$ cat src/rtl/dct2_pkg.sv
// Shared types and helpers for the 2D DCT-II block sequencer.
// Holds the sequencer state encoding, the supported block-size range
// and the block-size clamp used when a start request is accepted.
package dct2_pkg;

  localparam int LOG2_MIN = 2;
  localparam int LOG2_MAX = 5;

  typedef enum logic [2:0] {
    IDLE    = 3'd0,
    H       = 3'd1,
    H_DRAIN = 3'd2,
    V       = 3'd3,
    V_DRAIN = 3'd4,
    DONE    = 3'd5
  } state_t;

  // Clamp a requested log2 block size into [LOG2_MIN, hi].
  function automatic logic [2:0] clamp_log2(input logic [2:0] req, input logic [2:0] hi);
    logic [2:0] res;
    if (req < 3'(LOG2_MIN)) begin
      res = 3'(LOG2_MIN);
    end else if (req > hi) begin
      res = hi;
    end else begin
      res = req;
    end
    return res;
  endfunction

endpackage

$ cat src/rtl/dct2_seq_delay.sv
// Issue-to-result delay line for the 1D core.
// Carries {valid, direction, index} of every issued row/column through
// CORE_LAT register stages so the result bookkeeping lines up with the
// core output: horizontal results become transpose-buffer writes,
// vertical results become final columns for downstream.
module dct2_seq_delay #(
  parameter int CORE_LAT = 2,
  parameter int IDX_W    = 5
) (
  input  logic             clk,
  input  logic             reset,
  input  logic             issue_en,
  input  logic             issue_dir,
  input  logic [IDX_W-1:0] issue_idx,
  output logic             wr_en,
  output logic [IDX_W-1:0] wr_idx,
  output logic             out_valid,
  output logic [IDX_W-1:0] out_idx
);

  localparam int W = IDX_W + 2;

  logic [W-1:0] pipe_r [CORE_LAT];
  logic [W-1:0] tail_s;

  // Shift issue descriptors one stage per cycle; reset drops anything in flight.
  always_ff @(posedge clk or posedge reset) begin
    if (reset) begin
      for (int i = 0; i < CORE_LAT; i++) begin
        pipe_r[i] <= '0;
      end
    end else begin
      pipe_r[0] <= {issue_en, issue_dir, issue_idx};
      for (int i = 1; i < CORE_LAT; i++) begin
        pipe_r[i] <= pipe_r[i-1];
      end
    end
  end

  assign tail_s = pipe_r[CORE_LAT-1];

  // Split the emerging result by the pass it was issued in; indices read 0 when idle.
  always_comb begin
    wr_en     = tail_s[W-1] & tail_s[W-2];
    out_valid = tail_s[W-1] & ~tail_s[W-2];
    if (wr_en) begin
      wr_idx = tail_s[IDX_W-1:0];
    end else begin
      wr_idx = '0;
    end
    if (out_valid) begin
      out_idx = tail_s[IDX_W-1:0];
    end else begin
      out_idx = '0;
    end
  end

endmodule

$ cat src/rtl/dct2_2d_sequencer.sv
// 2D DCT-II block sequencer.
// Runs one block through the shared 1D core twice: a horizontal pass that
// reads N rows from the source block and writes the results into the
// transpose RAM, then a vertical pass that reads N columns back from the
// transpose RAM and hands the results downstream under dst_ready credit.
// Optional build macro DCT2_SEQ_STALL_CNT_EN adds a stall_cnt output that
// counts vertical-pass cycles lost to missing downstream credit.
module dct2_2d_sequencer
  import dct2_pkg::*;
#(
  parameter int MAX_LOG2 = 5,
  parameter int CORE_LAT = 2,
  parameter int IDX_W    = 5
) (
  input  logic             clk,
  input  logic             reset,
  input  logic             start,
  input  logic [2:0]       log2_size,
  input  logic             dst_ready,
  output logic             ready,
  output logic             busy,
  output logic             rd_en,
  output logic [IDX_W-1:0] rd_idx,
  output logic             direction,
  output logic             mux,
  output logic             wr_en,
  output logic [IDX_W-1:0] wr_idx,
  output logic             out_valid,
  output logic [IDX_W-1:0] out_idx,
`ifdef DCT2_SEQ_STALL_CNT_EN
  output logic [15:0]      stall_cnt,
`endif
  output logic             done
);

  // The drain counter only needs to reach CORE_LAT-1.
  localparam int LAT_W = (CORE_LAT > 1) ? $clog2(CORE_LAT) : 1;
  localparam logic [LAT_W-1:0] LAT_LAST = LAT_W'(CORE_LAT - 1);

  state_t           state_r;
  state_t           state_next_s;
  logic [IDX_W-1:0] cnt_r;
  logic [IDX_W-1:0] cnt_next_s;
  logic [LAT_W-1:0] lat_r;
  logic [LAT_W-1:0] lat_next_s;
  logic [IDX_W-1:0] last_idx_r;
  logic             accept_s;

  // State, index counter and drain counter registers.
  always_ff @(posedge clk or posedge reset) begin
    if (reset) begin
      state_r <= IDLE;
      cnt_r   <= '0;
      lat_r   <= '0;
    end else begin
      state_r <= state_next_s;
      cnt_r   <= cnt_next_s;
      lat_r   <= lat_next_s;
    end
  end

  // Capture the last row/column index of the clamped block size on an accepted start.
  always_ff @(posedge clk or posedge reset) begin
    if (reset) begin
      last_idx_r <= '0;
    end else if (accept_s) begin
      last_idx_r <= IDX_W'((32'd1 << clamp_log2(log2_size, 3'(MAX_LOG2))) - 32'd1);
    end else begin
      last_idx_r <= last_idx_r;
    end
  end

  // Next-state logic and per-state issue/control outputs.
  always_comb begin
    state_next_s = state_r;
    cnt_next_s   = cnt_r;
    lat_next_s   = lat_r;
    accept_s     = 1'b0;
    ready        = 1'b0;
    rd_en        = 1'b0;
    rd_idx       = '0;
    direction    = 1'b0;
    mux          = 1'b0;
    done         = 1'b0;

    case (state_r)
      IDLE: begin
        ready      = 1'b1;
        direction  = 1'b1;
        cnt_next_s = '0;
        lat_next_s = '0;
        if (start) begin
          accept_s     = 1'b1;
          state_next_s = H;
        end else begin
          state_next_s = IDLE;
        end
      end

      H: begin
        // Source rows issue back to back; downstream credit is irrelevant here.
        direction = 1'b1;
        rd_en     = 1'b1;
        rd_idx    = cnt_r;
        if (cnt_r == last_idx_r) begin
          cnt_next_s   = '0;
          state_next_s = H_DRAIN;
        end else begin
          cnt_next_s = cnt_r + IDX_W'(1);
        end
      end

      H_DRAIN: begin
        // Let the last row result land in the transpose RAM before reading columns.
        direction = 1'b1;
        if (lat_r == LAT_LAST) begin
          lat_next_s   = '0;
          cnt_next_s   = '0;
          state_next_s = V;
        end else begin
          lat_next_s = lat_r + LAT_W'(1);
        end
      end

      V: begin
        // A column issues only with downstream credit; otherwise the index holds.
        mux    = 1'b1;
        rd_en  = dst_ready;
        rd_idx = cnt_r;
        if (dst_ready) begin
          if (cnt_r == last_idx_r) begin
            cnt_next_s   = '0;
            state_next_s = V_DRAIN;
          end else begin
            cnt_next_s = cnt_r + IDX_W'(1);
          end
        end else begin
          cnt_next_s = cnt_r;
        end
      end

      V_DRAIN: begin
        mux = 1'b1;
        if (lat_r == LAT_LAST) begin
          lat_next_s   = '0;
          state_next_s = DONE;
        end else begin
          lat_next_s = lat_r + LAT_W'(1);
        end
      end

      DONE: begin
        done         = 1'b1;
        state_next_s = IDLE;
      end

      default: begin
        state_next_s = IDLE;
        cnt_next_s   = '0;
        lat_next_s   = '0;
      end
    endcase
  end

  assign busy = ~ready;

  dct2_seq_delay #(
    .CORE_LAT (CORE_LAT),
    .IDX_W    (IDX_W)
  ) u_delay (
    .clk       (clk),
    .reset     (reset),
    .issue_en  (rd_en),
    .issue_dir (direction),
    .issue_idx (rd_idx),
    .wr_en     (wr_en),
    .wr_idx    (wr_idx),
    .out_valid (out_valid),
    .out_idx   (out_idx)
  );

`ifdef DCT2_SEQ_STALL_CNT_EN
  // Count vertical-pass cycles without downstream credit, saturating.
  always_ff @(posedge clk or posedge reset) begin
    if (reset) begin
      stall_cnt <= 16'd0;
    end else if (accept_s) begin
      stall_cnt <= 16'd0;
    end else if ((state_r == V) && !dst_ready && (stall_cnt != 16'hFFFF)) begin
      stall_cnt <= stall_cnt + 16'd1;
    end else begin
      stall_cnt <= stall_cnt;
    end
  end
`endif

endmodule

$ cat config.mk
export PLATFORM = sky130hd
export DESIGN_NAME = dct2_2d_sequencer
export DESIGN_NICKNAME = d
export VERILOG_FILES = /design/src/rtl/dct2_pkg.sv /design/src/rtl/dct2_seq_delay.sv /design/src/rtl/dct2_2d_sequencer.sv
export SDC_FILE = /design/constraint.sdc
export NUM_CORES = 1
export LEC_CHECK = 0
export CORE_UTILIZATION = 36
export CTS_CLUSTER_DIAMETER = 120
export DETAILED_ROUTE_END_ITERATION = 10
export SYNTH_ARGS = -nofsm -noshare
export SYNTH_HDL_FRONTEND = slang
export SYNTH_SLANG_ARGS = --single-unit
$ cat constraint.sdc
create_clock -name clk -period 1.6 [get_ports clk]
set_clock_uncertainty 0.2 [all_clocks]
set_input_delay 0.4 -clock clk [delete_from_list [all_inputs] [get_ports clk]]
set_output_delay 0.4 -clock clk [all_outputs]
set_load 0.05 [all_outputs]
## After elaboration in Yosys (flattened, before gate mapping)

Cells that the tools add are included.
W data, S select, Z words.

- Register bits: 28
- Input bits: 7
- Output and inout port bits: 23
- Word-level logic and storage cells: 63

- Add/subtract/negate cells: 3
- $lt $le $gt $ge: 2
- Eq/ne operators: 11
- Shift operators: 1
- Multiplexer cells: 26
- Bitwise logic cells: 5
- Reductions and logical operators: 9

Operator list:

| operator | count |
|---|---|
| $mux W5 | 6 |
| $mux W3 | 8 |
| $pmux W5 S4 | 1 |
| $pmux W3 S5 | 1 |
| $ne A2 B2 Y1 const B | 5 |
| $mux W1 | 8 |
| $reduce_or A2 Y1 | 4 |
| $eq A3 B2 Y1 const B | 2 |
| $eq A3 B3 Y1 const B | 2 |
| $reduce_or A3 Y1 | 2 |
| $add A5 B1 Y5 const B | 1 |
| $eq A5 B5 Y1 | 1 |
| $reduce_and A5 Y1 | 1 |
| $shl A1 B3 Y5 const A | 1 |
| $sub A5 B1 Y5 const B | 1 |
| $pmux W1 S2 | 2 |
| $eq A3 B1 Y1 const B | 1 |
| $gt A3 B3 Y1 const B | 1 |
| $logic_not A3 Y1 | 1 |
| $lt A3 B2 Y1 const B | 1 |
| $not A1 Y1 | 3 |
| $reduce_and A3 Y1 | 1 |
| $and A1 B1 Y1 | 2 |
| $add A1 B1 Y1 const B | 1 |

## Depth between registers and ports, before layout

- Word-level depth: 6
- Depth in mapped cells: 5
- Mapped depth without buffers: 5

## Hierarchy

Synthesis repeated with hierarchy kept, for this count alone.

- Cells, all modules: 132
- Area total of the unflattened synthesis: 1332.5 um2

Modules (own cells, without submodules):

| module | times used | cells each | area an instance (um2) | seq. area each (um2) |
|---|---|---|---|---|
| dct2_2d_sequencer | 1 | 103 | 872.1 | 350.3 |
| dct2_seq_delay | 1 | 29 | 460.4 | 350.3 |

## Worst setup path before layout

OpenSTA, ideal clock, no wires.

- Kind: register to output
- Start: register u_delay.pipe_r (netlist bit u_delay.tail_s[5])
- End: output port out_idx[0]
- Arrival: 1752 ps
- Required time: 1000 ps
- Slack: -752 ps
- Cell stages (with the launch flop): 3
- Buffers on the path: 0
- Path through: dfrtp_1 > nor2b_1 > and2_1

- Word-level cells in the longest chain between the ends: 3

Ends and longest elaborated chain:

| what | line | RTL |
|---|---|---|
| from (decl) | dct2_seq_delay.sv:23 | `logic [W-1:0] pipe_r [CORE_LAT];` |
| from (signal, indexed assignment) | dct2_seq_delay.sv:35 | `pipe_r[i] <= pipe_r[i-1];` |
| $not A1 Y1 | dct2_seq_delay.sv:45 | `out_valid = tail_s[W-1] & ~tail_s[W-2];` |
| $and A1 B1 Y1 | dct2_seq_delay.sv:45 |  |
| named net out_valid | dct2_2d_sequencer.sv:28 | `output logic out_valid,` |
| $mux W5 | dct2_seq_delay.sv:51 | `if (out_valid) begin` |
| to (decl) | dct2_2d_sequencer.sv:29 | `output logic [IDX_W-1:0] out_idx,` |

The timed path passes the listed nets, and every way through them passes these cells.

## Final worst setup path

- Start: register state_r[2]
- End: output port ready

- Word-level cells in the longest chain between the ends: 2

Ends and longest elaborated chain:

| what | line | RTL |
|---|---|---|
| from (decl) | dct2_2d_sequencer.sv:40 | `state_t state_r;` |
| from (signal assigned) | dct2_2d_sequencer.sv:56 | `state_r <= state_next_s;` |
| $logic_not A3 Y1 | dct2_2d_sequencer.sv:86 | `case (state_r)` |
| $mux W1 | dct2_2d_sequencer.sv:86 |  |
| to (decl) | dct2_2d_sequencer.sv:20 | `output logic ready,` |

No other way between the ends.

==> metrics.csv <==
stage,metric,value,unit
sta,min_period,2000,ps
worst_setup_path,cp_slowest_cell,dfrtp_2,
sta,drv_slew,0,
sta,layout_worst_path_cycle_share,1.25,
final_layout,final_cell_mix,"25 x buf_4, 24 x buf_12, 23 x dfrtp_1",
yosys,yosysWarningCount,0,
power,p_int,3170,uW
sta,setup_viol,33,
floorplan,die_w,63.0,um
route,wl_per_cell,16.3,um
cts,clkTransAtPathRegs,90,ps
route,vias_per_cell,5.03,
sta,hold-worst-slack,153,ps
global_route,grt_usage,0.206,
final_layout,multi_input_comb_area,840,um^2
sta,tns,-7840,ps
sta,finalHoldViolations,0,
worst_setup_path,cpPeakStageDelay,490,ps
power,power,5590,uW
floorplan,fp.dieH,63.0,um
worst_setup_path,worst_path_most_repeated_cell,buf_6,
global_route,gr-total-overflow,0,
cts,cts_sinks,28,
floorplan,row_count,21,
worst_hold_path,min_to,u_delay.tail_s[0]$_DFF_PP0_,
placement,place_inst,231,
cts,hold_buffers,0,
worst_setup_path,r2r_end,cnt_r[3]$_DFFE_PP0P_,
placement,port_buffers,29,
route,drc,0,
placement,dp_hpwl,2620,um
power,power.share.sequential,0.232,
yosys,synth.area.top_cells,"dfrtp_1 52%, and2_1 5.1%, nand2_1 3.4%",
global_route,grt_max_degree,29,
floorplan,core,3440,um^2
power,p_sw,2420,uW
floorplan,initial_core_util,0.389,
final_layout,fillers,230,
worst_setup_path,reg2reg_depth,6,
yosys,synth-seq-area-share,0.524,
worst_hold_path,holdPathStages,0,
route,ant_nets,0,
sta,max_freq,499,MHz
worst_setup_path,startpoint_type,register,
global_route,grt_pass1_vias,1302,
cts,cts_max_level,1,
worst_setup_path,crit_type,reg2out,
worst_setup_path,r2r_slack,-360,ps
yosys,synth.avg_cell_area,10.1,um^2
yosys,synth_seq_cells,28,
final_layout,fin_nets,208,
worst_hold_path,min-delay-start,u_delay.pipe_r[7]$_DFF_PP0_,
worst_setup_path,path_cells,buf_6 > nor3_4 > buf_6 > buf_12,
final_layout,ff_latch_area,707,um^2
final_layout,drive_gt1_frac,0.545,
route,drt_iter0_drc,40,
final_layout,final_common_cell,buf_4,
worst_setup_path,cp.required,1000,ps
worst_setup_path,path_max_fanout,7,
power,combPwrFrac,0.689,
power,power.density,2230,nW/um^2
cts,clock-root-buffer,clkbuf_8,
final_layout,syn_to_final_growth,87.9,%
worst_hold_path,min_path_type,reg2reg,
yosys,yosysTopAreaCellShare,0.524,
cts,clk_latency,280,ps
status,violations,setup timing,
sta,setup_ws,-403,ps
power,power.share.switching,0.433,
final_layout,antennaDiodeCount,0,
placement,gp_congestion,0.776,
power,clkPwrFrac,0.079,
cts,max-clock-path-buffers,2,
worst_setup_path,cp_data_arrival_time,1400,ps
route,firstDrtPassIters,4,
run,maxCapViolCount,0,
final_layout,finalNonFillerCells,244,
power,peakVddDrop,1.01,mV
power,p_leak,0.00111,uW
global_route,grt_pass1_wl,6220,um
yosys,synthCells,132,
cts,cts_tree,built,
yosys,mappedNetlistArea,1340,um^2
global_route,antenna_found_initial,0,
yosys,ys_types,35,
cts,cts_inserted_buffers,3,
worst_setup_path,worstReg2RegStart,state_r[2]$_DFFE_PP0P_,
floorplan,top_level_ports,30,
route,num_vias,1228,
yosys,yosys.area.top_type,dfrtp_1,
sta,rsz0062_at_grt,true,
worst_setup_path,end_kind,output pin,
status,status,"complete, but fails checks",
route,drt-total-wl,3980,um
floorplan,die_area,3960,um^2
-- worst max-delay path: cells and delay by family, from the launching register on --
kind	cells	cell delay, ps
flops	1	490
simple gates	1	220
buf+inv	3	410
-- kinds of logic (layout without fill, tap and decap cells) --
group / after synthesis / count (layout) / share of synthesized area
fa+ha+maj: 2 / 2 / 0.0187
mux: 3 / 3 / 0.0243
other cells: 1 / 2 / 0.00280
simple gates: 51 / 51 / 0.212
buf+inv: 9 / 74 / 0.0271
compound gates: 31 / 31 / 0.145
xor+xnor: 7 / 7 / 0.0458
flops: 28 / 28 / 0.524
-- synth_stat cells --
cell type and n:
nand2b_1 2, o311ai_1 1, o21ai_0 6, and3_1 5, xnor2_1 5, mux2_1 2, nor2_1 5, or2_1 1
conb_1 1, o21ai_1 5, dfrtp_1 28, a21o_1 2, nor3_1 1, o311ai_0 1, xor2_1 2, a2111oi_0 3
and2_1 11, nor3b_1 2, o211ai_1 2, a21oi_1 8, ha_1 2, nand4_1 1, buf_2 2, or3b_1 2
inv_1 6, nand2_1 12, o31ai_1 1, clkbuf_1 1, nand3_1 3, nor2b_1 4, or2b_1 1, nor3_2 1
a41o_1 1, o21a_1 1, mux2i_1 1
-- worst max-delay path by stage --
stage / from / to / slack (ps)
after floorplan: state_r[0]$_DFFE_PP0P_ / busy / -310
after global placement: dst_ready / cnt_r[3]$_DFFE_PP0P_ / -320
after detailed placement: dst_ready / cnt_r[3]$_DFFE_PP0P_ / -460
after CTS: state_r[2]$_DFFE_PP0P_ / ready / -380
after global routing: state_r[2]$_DFFE_PP0P_ / ready / -470
final: state_r[2]$_DFFE_PP0P_ / ready / -400
-- metal layers --
| metal | vias to the layer above | track usage | part of all wire |
|---|---|---|---|
| met4 | 0 | 0.105 | 0.026 |
| met2 | 31 | 0.386 | 0.56 |
| met1 | 599 | 0.223 | 0.38 |
| met5 | - | 0 | 0 |
| li1 | 589 | - | - |
| met3 | 9 | 0.0237 | 0.029 |
-- what timing repair did --
| action | in CTS | in global routing |
|---|---|---|
| cloned | 0 | 0 |
| buffers inserted | 4 | 6 |
| setup endpoints to repair | 34 | 35 |
| gates resized for setup | 35 | 19 |
| pin swaps | 16 | 10 |
-- layout make-up --
| cell class | count | share of cell area |
|---|---|---|
| multi-input cells | 96 | 0.334 |
| repair buffers | 64 | 0.331 |
| flip-flops and latches | 28 | 0.281 |
| well taps | 46 | 0.0229 |
| clock buffers | 4 | 0.0219 |
| inverters | 6 | 0.00896 |
-- power groups by stage --
stage	sequential (uW)	clock, uW	combinational [uW]
4_1_cts	1280	455	3530
3_3_place_gp	1250	0	3200
3_5_place_dp	1270	0	3270
5_1_grt	1340	490	4040
2_1_floorplan	1220	0	1740
6_report	1300	442	3850
-- flip-flops by register name (all words and copies together), names as in the netlist --
name            flops
cnt_r               5
state_r             3
u_delay.pipe_r      7
u_delay.tail_s      7
lat_r               1
last_idx_r          5
-- per-stage QoR --
step	instance area, um^2	util	worst slack [ps]
final	2510	0.730	-403
after global routing	2510	0.730	-475
after global placement	2200	0.639	-321
after CTS	2380	0.691	-379
after floorplan	1440	-	-309
after detailed placement	2200	0.639	-455
No activity file was read; power rests on OpenSTA's default activity.
